<file path="config.mk">
export PLATFORM = sky130hd
export DESIGN_NAME = div_sequencer
export DESIGN_NICKNAME = d
export VERILOG_FILES = /design/src/rtl/div_sequencer.sv
export SDC_FILE = /design/constraint.sdc
export NUM_CORES = 1
export LEC_CHECK = 0
export ABC_AREA = 1
export CAP_MARGIN = 20
export CORE_UTILIZATION = 60
export CTS_BUF_LIST = sky130_fd_sc_hd__clkbuf_2 sky130_fd_sc_hd__clkbuf_4 sky130_fd_sc_hd__clkbuf_8
export CTS_CLUSTER_DIAMETER = 150
export DETAILED_ROUTE_END_ITERATION = 6
export GPL_TIMING_DRIVEN = 0
export PLACE_DENSITY = 0.95
export SYNTH_ARGS = -nofsm -noshare
export SYNTH_HDL_FRONTEND = slang
export SYNTH_SLANG_ARGS = --single-unit
</file>
<file path="constraint.sdc">
create_clock -name clk -period 5.2 [get_ports clk]
set_input_delay 1.04 -clock clk [delete_from_list [all_inputs] [get_ports clk]]
set_output_delay 1.04 -clock clk [all_outputs]
set_load 0.05 [all_outputs]
</file>
<file path="src/rtl/div_sequencer.sv">
// Multi-cycle restoring radix-2 divider for MIPS DIV/DIVU in the execute stage.
// Computes one quotient bit per cycle and stalls the pipeline until results are ready.
module div_sequencer #(
    parameter int unsigned WIDTH = 32
) (
    input  logic             clk,
    input  logic             rst,
    input  logic             startE,
    input  logic             signedE,
    input  logic             annul,
    input  logic [WIDTH-1:0] a,
    input  logic [WIDTH-1:0] b,
    output logic             stallE,
    output logic             ready,
    output logic [WIDTH-1:0] quotient,
    output logic [WIDTH-1:0] remainder,
    output logic             div_by_zero
);

    localparam int unsigned CNT_W = $clog2(WIDTH + 1);

    typedef enum logic [1:0] {IDLE, RUN, DONE} state_e;

    state_e           state_q, state_d;
    logic [WIDTH-1:0] rem_q, rem_d;
    logic [WIDTH-1:0] quo_q, quo_d;
    logic [WIDTH-1:0] dvs_q, dvs_d;
    logic [WIDTH-1:0] quotient_q, quotient_d;
    logic [WIDTH-1:0] remainder_q, remainder_d;
    logic [CNT_W-1:0] count_q, count_d;
    logic             neg_quo_q, neg_quo_d;
    logic             neg_rem_q, neg_rem_d;
    logic             bz_q, bz_d;
    logic             dbz_q, dbz_d;

    logic             sign_a, sign_b;
    logic [WIDTH-1:0] mag_a, mag_b;
    logic [WIDTH:0]   rem_sh, trial;
    logic [WIDTH-1:0] step_rem, step_quo;
    logic [WIDTH-1:0] fin_quo, fin_rem;

    // Operand magnitudes; only signed ops strip the sign.
    always_comb begin
        sign_a = signedE & a[WIDTH-1];
        sign_b = signedE & b[WIDTH-1];
        mag_a  = sign_a ? -a : a;
        mag_b  = sign_b ? -b : b;
    end

    // One restoring step: the borrow bit of the widened subtract decides the quotient bit.
    always_comb begin
        rem_sh = {rem_q, quo_q[WIDTH-1]};
        trial  = rem_sh - {1'b0, dvs_q};
        if (!trial[WIDTH]) begin
            step_rem = trial[WIDTH-1:0];
            step_quo = {quo_q[WIDTH-2:0], 1'b1};
        end else begin
            step_rem = rem_sh[WIDTH-1:0];
            step_quo = {quo_q[WIDTH-2:0], 1'b0};
        end
        // A zero divisor leaves |a| in the remainder, so the dividend-sign fix-up restores a.
        fin_quo = bz_q ? '1 : (neg_quo_q ? -step_quo : step_quo);
        fin_rem = neg_rem_q ? -step_rem : step_rem;
    end

    always_comb begin
        state_d     = state_q;
        rem_d       = rem_q;
        quo_d       = quo_q;
        dvs_d       = dvs_q;
        quotient_d  = quotient_q;
        remainder_d = remainder_q;
        count_d     = count_q;
        neg_quo_d   = neg_quo_q;
        neg_rem_d   = neg_rem_q;
        bz_d        = bz_q;
        dbz_d       = dbz_q;
        stallE      = 1'b0;
        ready       = 1'b0;

        case (state_q)
            IDLE: begin
                if (startE && !annul) begin
                    stallE    = 1'b1;
                    rem_d     = '0;
                    quo_d     = mag_a;
                    dvs_d     = mag_b;
                    neg_quo_d = sign_a ^ sign_b;
                    neg_rem_d = sign_a;
                    bz_d      = (b == '0);
                    dbz_d     = 1'b0;
                    count_d   = '0;
                    state_d   = RUN;
                end
            end
            RUN: begin
                stallE = 1'b1;
                if (annul) begin
                    state_d = IDLE;
                end else begin
                    rem_d   = step_rem;
                    quo_d   = step_quo;
                    count_d = count_q + CNT_W'(1);
                    if (count_q == CNT_W'(WIDTH - 1)) begin
                        quotient_d  = fin_quo;
                        remainder_d = fin_rem;
                        dbz_d       = bz_q;
                        state_d     = DONE;
                    end
                end
            end
            DONE: begin
                ready   = !annul;
                state_d = IDLE;
            end
            default: state_d = IDLE;
        endcase
    end

    always_ff @(posedge clk) begin
        if (rst) begin
            state_q     <= IDLE;
            rem_q       <= '0;
            quo_q       <= '0;
            dvs_q       <= '0;
            quotient_q  <= '0;
            remainder_q <= '0;
            count_q     <= '0;
            neg_quo_q   <= 1'b0;
            neg_rem_q   <= 1'b0;
            bz_q        <= 1'b0;
            dbz_q       <= 1'b0;
        end else begin
            state_q     <= state_d;
            rem_q       <= rem_d;
            quo_q       <= quo_d;
            dvs_q       <= dvs_d;
            quotient_q  <= quotient_d;
            remainder_q <= remainder_d;
            count_q     <= count_d;
            neg_quo_q   <= neg_quo_d;
            neg_rem_q   <= neg_rem_d;
            bz_q        <= bz_d;
            dbz_q       <= dbz_d;
        end
    end

    assign quotient    = quotient_q;
    assign remainder   = remainder_q;
    assign div_by_zero = dbz_q;

endmodule
</file>
==> results of run 1 <==
-- cell type report --
cell class / count / area (sq um) / area share
plain buffers: 77 / 329 / 0.0224
clock buffers: 17 / 234 / 0.0159
clock inverters: 15 / 173 / 0.0117
inverters: 314 / 1180 / 0.0801
multi-input cells: 1542 / 7680 / 0.522
flip-flops and latches: 172 / 3440 / 0.234
well taps: 270 / 338 / 0.0230
repair buffers: 134 / 1340 / 0.0911
-- layer usage --
metal	routed length, microns	vias up
met3	4630	182
met1	17600	6600
met5	8	-
met4	2740	2
li1	-	7056
met2	20500	873
-- through the flow --
stage / hold slack, ps / cells / utilization
after floorplan: 447 / 2105 / -
after global placement: 457 / 2509 / 0.701
after detailed placement: 461 / 2509 / 0.701
after CTS: 475 / 2541 / 0.720
after global routing: 488 / 2541 / 0.720
final: 476 / 2541 / 0.720
-- cell families after synthesis --
| logic type | Yosys count |
|---|---|
| adders and majority gates | 38 |
| DFF | 172 |
| AOI/OAI and AO/OA | 408 |
| xor gates and xnor gates | 77 |
| buffers and inverters | 391 |
| and+or+nand+nor | 1019 |
-- registers in the layout, summed over array words and instances, names as in the netlist --
signal / flops
div_by_zero: 1
neg_quo_q: 1
count_q: 6
bz_q: 1
quo_q: 32
quotient: 32
dvs_q: 32
remainder: 32
neg_rem_q: 1
rem_q: 32
state_q: 2
-- worst register-to-register path: cells and delay by family, from the launching register on --
kind                       cells  cell delay [ps]
and+or+nand+nor               16             2030
adders and majority gates      3              850
AOI/OAI and AO/OA              4              710
buffers and inverters          4              520
DFF                            1              380
xor gates and xnor gates       1              180
-- power by group through the flow --
stage,registers [mW],logic (mW),clock network [mW]
2_1_floorplan,1.42,0.605,0
3_3_place_gp,1.43,0.873,0
3_5_place_dp,1.44,0.889,0
4_1_cts,1.41,0.894,0.977
5_1_grt,1.41,1.01,1.04
6_report,1.41,0.921,0.995
-- cell usage after synthesis, drive strengths merged, types with 2 or more instances --
cell type,instances,share of area
nand3,119,0.048
o21bai,5,0.0030
and2,3,0.0015
o22ai,3,0.0015
a21o,4,0.0024
dfxtp,172,0.27
o221a,4,0.0036
o21ai,144,0.058
a21oi,189,0.076
xor2,53,0.037
a32oi,2,0.0014
nor4,8,0.0040
a211oi,2,0.0012
nand4,16,0.0079
inv,312,0.093
xnor2,24,0.017
a221oi,6,0.0042
o211ai,14,0.0083
nand2,628,0.19
buf,15,0.0076
o31ai,3,0.0018
clkbuf,62,0.018
nor3b,2,0.0012
nor2,199,0.060
clkinv,2,0.00059
or2,7,0.0035
ha,37,0.037
nor3,23,0.010
o221ai,16,0.011
a31oi,8,0.0040
a21boi,4,0.0024
nand3b,12,0.0071
-- how the worst min path moves through the flow --
stage	startpoint	to	slack (ps)	depth (start not counted)
after global routing	remainder[8]	remainder[8]	490	2
after detailed placement	remainder[8]	remainder[8]	460	2
after floorplan	count_q[2]	count_q[2]	450	2
after CTS	remainder[8]	remainder[8]	470	2
after global placement	count_q[2]	count_q[2]	460	2
final	remainder[8]	remainder[8]	480	2
==> flow_summary.toml, run 1 <==
[worst_setup_path]
ff2ff_path_depth = 28
cp.depth = 28
ff2ff_setup_slack_ps = 450
start_kind = "register"
worst_setup_path_end_kind = "register"
r2r-start = "quo_q[31]"
critPathMaxStageDelay_ps = 410
crit_end = "quotient[30]"
slowest_stage = "fa_1"
required_ps = 5600
r2r_end = "quotient[30]"
cpMostUsedCell = "nand2_1"
critPathKind = "register to register"
cp-startpoint = "quo_q[31]"
path_buf_inv = 4
arrival_ps = 5150
path_delay_family = "simple AND/OR/NAND/NOR gates"
cp_max_fo = 10

[place]
dpl.hpwl_microns = 36600
preCtsSetupSlack_ps = 613
gp_congestion = 1.01
placed_cell_area_sq_um = 14300
port_buffers = 134

[timing]
worst_slack_ps = 446
setup_viol = 0
fmax_mhz = 210
max_slew.worst_pin.slew_ps = 813
skew_ps = 29.0
fin_crit_sh = 0.914
slew_violations = 0
finalSetupTns_ps = 0
slew_headroom = 0.454
min_period_ps = 4750
hold_viol_final = 0
rsz0062_at_grt = "no"

[clocking]
htreeDepth = 4
cts_buffers = 17
clock_path_buffers = 2
cts.sinks = 172
cts_resized = 0
clk_latency_ps = 510
cts_root_buf = "clkbuf_8"
cts_hold_buffers = 0
cts_tree = "built"
cts_setup_buffers = 0
clk_pin_slew_ps = 100

[logic_synthesis]
synth-seq-cells = 172
syn_avg_cell_area_sq_um = 6.00
ys_seq_area_frac = 0.273
synth_fa_ha_area_frac = 0.0382
synth_compound_area_frac = 0.181
synthMuxAreaShare = 0
synth-simple-area-share = 0.335
syn_inst = 2105
async_flop_share = 0
synthFlopType = "dfxtp_1"
synth_area_sq_um = 12600
syn_nets = 2212
synth-xor-area-share = 0.0534
synth_edf_count = 0
synth_warnings = 0
synth_top_family_by_area = "simple AND/OR/NAND/NOR gates"
ys_types = 54

[floorplan]
die_area_sq_um = 21600
initial_core_util = 0.618
ios = 136
die_w_microns = 147
die_y_microns = 147
fp-row-count = 52
core_sq_um = 20400

[global_routing]
met3_usage = 0.0901
grt_usage = 0.421
grt_busiest_layer = "met2"
met2_usage = 0.687
grt_pass1_wl_microns = 71200
antenna_found_initial = 2
grt-ovfl-total = 0
grt_pass1_vias = 14100
grtUsageMet1 = 0.504
grt_max_degree = 19

[power_and_ir_drop]
pwr-share-comb = 0.277
p_int_mw = 2.07
p_leak_nw = 7.34
pwr_density_cell_nw_per_um2 = 226
clkPwrFrac = 0.299
irDropWorstVdd_uv = 203
p_seq_frac = 0.424
power.total_mw = 3.33
switching_share = 0.379
p_sw_mw = 1.26

[status]
status = "finished with violations"
violations = "DRC"

[drt]
wirelength_microns = 45500
wl_per_cell_microns = 17.9
dr.pass1.iters = 7
drc = 1
vias_per_cell = 5.79
ant_nets = 0
drtIter0Drc = 1561
vias = 14700

[cells_and_area]
mostFrequentLayoutCells = "616 x nand2_1, 307 x inv_1, 193 x nor2_1"
final_area_sq_um = 14700
syn_to_final_growth_pct = 16.5
layout_commonest_cell = "nand2_1"
drive_gt1_frac = 0.0374
fillCellCount = 1781
fin_nets = 2365
diodes = 0

[hold_path]
hp-class = "register to register"

[flow_run]
cap_violations = 0
Note: power is estimated with default switching activity, not from simulation.
==> inputs of run 2 (changes only) <==
--- a/config.mk
+++ b/config.mk
@@ -7,12 +7,14 @@
 export LEC_CHECK = 0
 export ABC_AREA = 1
 export CAP_MARGIN = 20
+export CORE_MARGIN = 4
 export CORE_UTILIZATION = 60
 export CTS_BUF_LIST = sky130_fd_sc_hd__clkbuf_2 sky130_fd_sc_hd__clkbuf_4 sky130_fd_sc_hd__clkbuf_8
 export CTS_CLUSTER_DIAMETER = 150
 export DETAILED_ROUTE_END_ITERATION = 6
 export GPL_TIMING_DRIVEN = 0
 export PLACE_DENSITY = 0.95
+export SETUP_SLACK_MARGIN = 0.2
 export SYNTH_ARGS = -nofsm -noshare
 export SYNTH_HDL_FRONTEND = slang
 export SYNTH_SLANG_ARGS = --single-unit
==> run 2 against run 1 <==
The run now ends clean. Power up 4.0%. First-iteration DRC count is 0.90% higher. Non-clock buffer count unchanged. Utilization increased by 0.13 points. Setup slack improved by 150 ps. Clock-buffer cell count increased by 3. Register-to-register slack better by 150 ps. Clock skew down 10 ps. Fmax increased by 3.3%. Critical endpoint unchanged. Largest cell class unchanged.
==> flow_summary.toml, run 2 (synthesized netlist as in run 1, its figures left out) <==
[status]
status = "completed"

[worst_setup_path]
critPathMaxStageDelay_ps = 420
required_ps = 5580
cpMostUsedCell = "nand2_1"
critPathKind = "register to register"
path_delay_family = "simple AND/OR/NAND/NOR gates"
ff2ff_path_depth = 28
cp.depth = 28
start_kind = "register"
worst_setup_path_end_kind = "register"
cp_max_fo = 10
ff2ff_setup_slack_ps = 600
arrival_ps = 4990
r2r_end = "quotient[30]"
r2r-start = "quo_q[31]"
path_buf_inv = 4
cp-startpoint = "quo_q[31]"
slowest_stage = "fa_1"

[cells_and_area]
layout_commonest_cell = "nand2_1"
syn_to_final_growth_pct = 17.1
final_cells = 2541
drive_gt1_frac = 0.0383
diodes = 0
fillCellCount = 1771
final_area_sq_um = 14800
fin_nets = 2365
mostFrequentLayoutCells = "616 x nand2_1, 307 x inv_1, 193 x nor2_1"
fin_util = 0.722

[place]
gp_congestion = 1.01
dpl.hpwl_microns = 36200
preCtsSetupSlack_ps = 597
port_buffers = 134
placed_cell_area_sq_um = 14300
dp_cells = 2509

[clocking]
clk_pin_slew_ps = 100
cts_setup_buffers = 0
cts_hold_buffers = 0
cts_tree = "built"
clock_path_buffers = 2
clk_latency_ps = 490
cts.sinks = 172
cts_root_buf = "clkbuf_8"
htreeDepth = 4
cts_buffers = 17

[flow_run]
cap_violations = 0

[timing]
skew_ps = 18.9
slew_headroom = 0.395
hold-worst-slack_ps = 475
finalSetupTns_ps = 0
hold_viol_final = 0
setup_viol = 0
fmax_mhz = 217
max_slew.worst_pin.slew_ps = 900
fin_crit_sh = 0.885
rsz0062_at_grt = "no"
slew_violations = 0
min_period_ps = 4600
worst_slack_ps = 599

[drt]
drtIter0Drc = 1575
wl_per_cell_microns = 17.8
vias = 14700
vias_per_cell = 5.80
wirelength_microns = 45300
drc = 0
ant_nets = 0
dr.pass1.iters = 6

[global_routing]
grt_busiest_layer = "met2"
grtUsageMet1 = 0.484
grt-ovfl-total = 0
met3_usage = 0.0715
grt_pass1_vias = 13800
grt_max_degree = 17
antenna_found_initial = 0
grt_pass1_wl_microns = 71200
grt_usage = 0.376
met2_usage = 0.604

[floorplan]
core_sq_um = 20500
die_y_microns = 153
initial_core_util = 0.616
ios = 136
die_area_sq_um = 23400
die_w_microns = 153
fp-row-count = 52

[power_and_ir_drop]
p_leak_nw = 7.37
power.total_mw = 3.46
irDropWorstVdd_uv = 201
pwr_density_cell_nw_per_um2 = 234

[hold_path]
min_to = "remainder[9]"
hold_depth = 2
holdCritStartpoint = "remainder[9]"
hp-class = "register to register"
-- run 2: cell count changes in the layout (fill, tap and decap cells not counted) --
cell / delta
clkbuf_8: +2
inv_8: -2
nor3_2: +1
clkinv_2: -1
bufinv_16: +3
nor3_1: -1
clkinv_8: -1
clkbuf_4: +1
a21oi_1: -1
a21oi_2: +1
clkinv_4: -2
-- run 2: report_power, final --
part / switching [mW] / leakage (nW) / internal (mW)
clock network: 0.559 / 0.235 / 0.571
logic: 0.618 / 5.74 / 0.302
registers: 0.0498 / 1.40 / 1.36
total: 1.23 / 7.37 / 2.23
-- run 2: worst max-delay path by stage --
stage	end	slack, ps
2_1_floorplan	quotient[30]	1460
3_3_place_gp	quotient[30]	670
3_5_place_dp	quotient[30]	600
4_1_cts	quotient[30]	550
5_1_grt	quotient[30]	280
6_report	quotient[30]	600
-- run 2: worst reg2reg max path, delay by kind of cell (launching register included) --
family | cells | cell delay, ps
AO/OA/AOI/OAI | 4 | 640
XOR/XNOR | 1 | 190
adder cells (fa/ha/maj) | 3 | 880
buffers and inverters | 4 | 500
flip-flops | 1 | 370
AND/OR/NAND/NOR | 16 | 1970
-- run 2: area by class of cell --
| cell class | instances | area, sq um | area share |
|---|---|---|---|
| well taps | 270 | 338 | 0.0228 |
| plain buffers | 77 | 329 | 0.0222 |
| flip-flops and latches | 172 | 3440 | 0.233 |
| repair buffers | 134 | 1340 | 0.0907 |
| inverters | 314 | 1180 | 0.0797 |
| multi-input cells | 1542 | 7690 | 0.520 |
| clock buffers | 20 | 269 | 0.0182 |
| clock inverters | 12 | 201 | 0.0136 |
-- run 2: timing repair --
item	CTS	global route
endpoints found under the hold margin	0	0
endpoints found under the setup margin	0	2
gates resized for setup	0	2
-- run 2: layer usage --
metal	vias to the layer above	wire (microns)
li1	7053	-
met1	6639	18100
met2	855	20400
met3	180	4380
met4	0	2370
met5	-	0
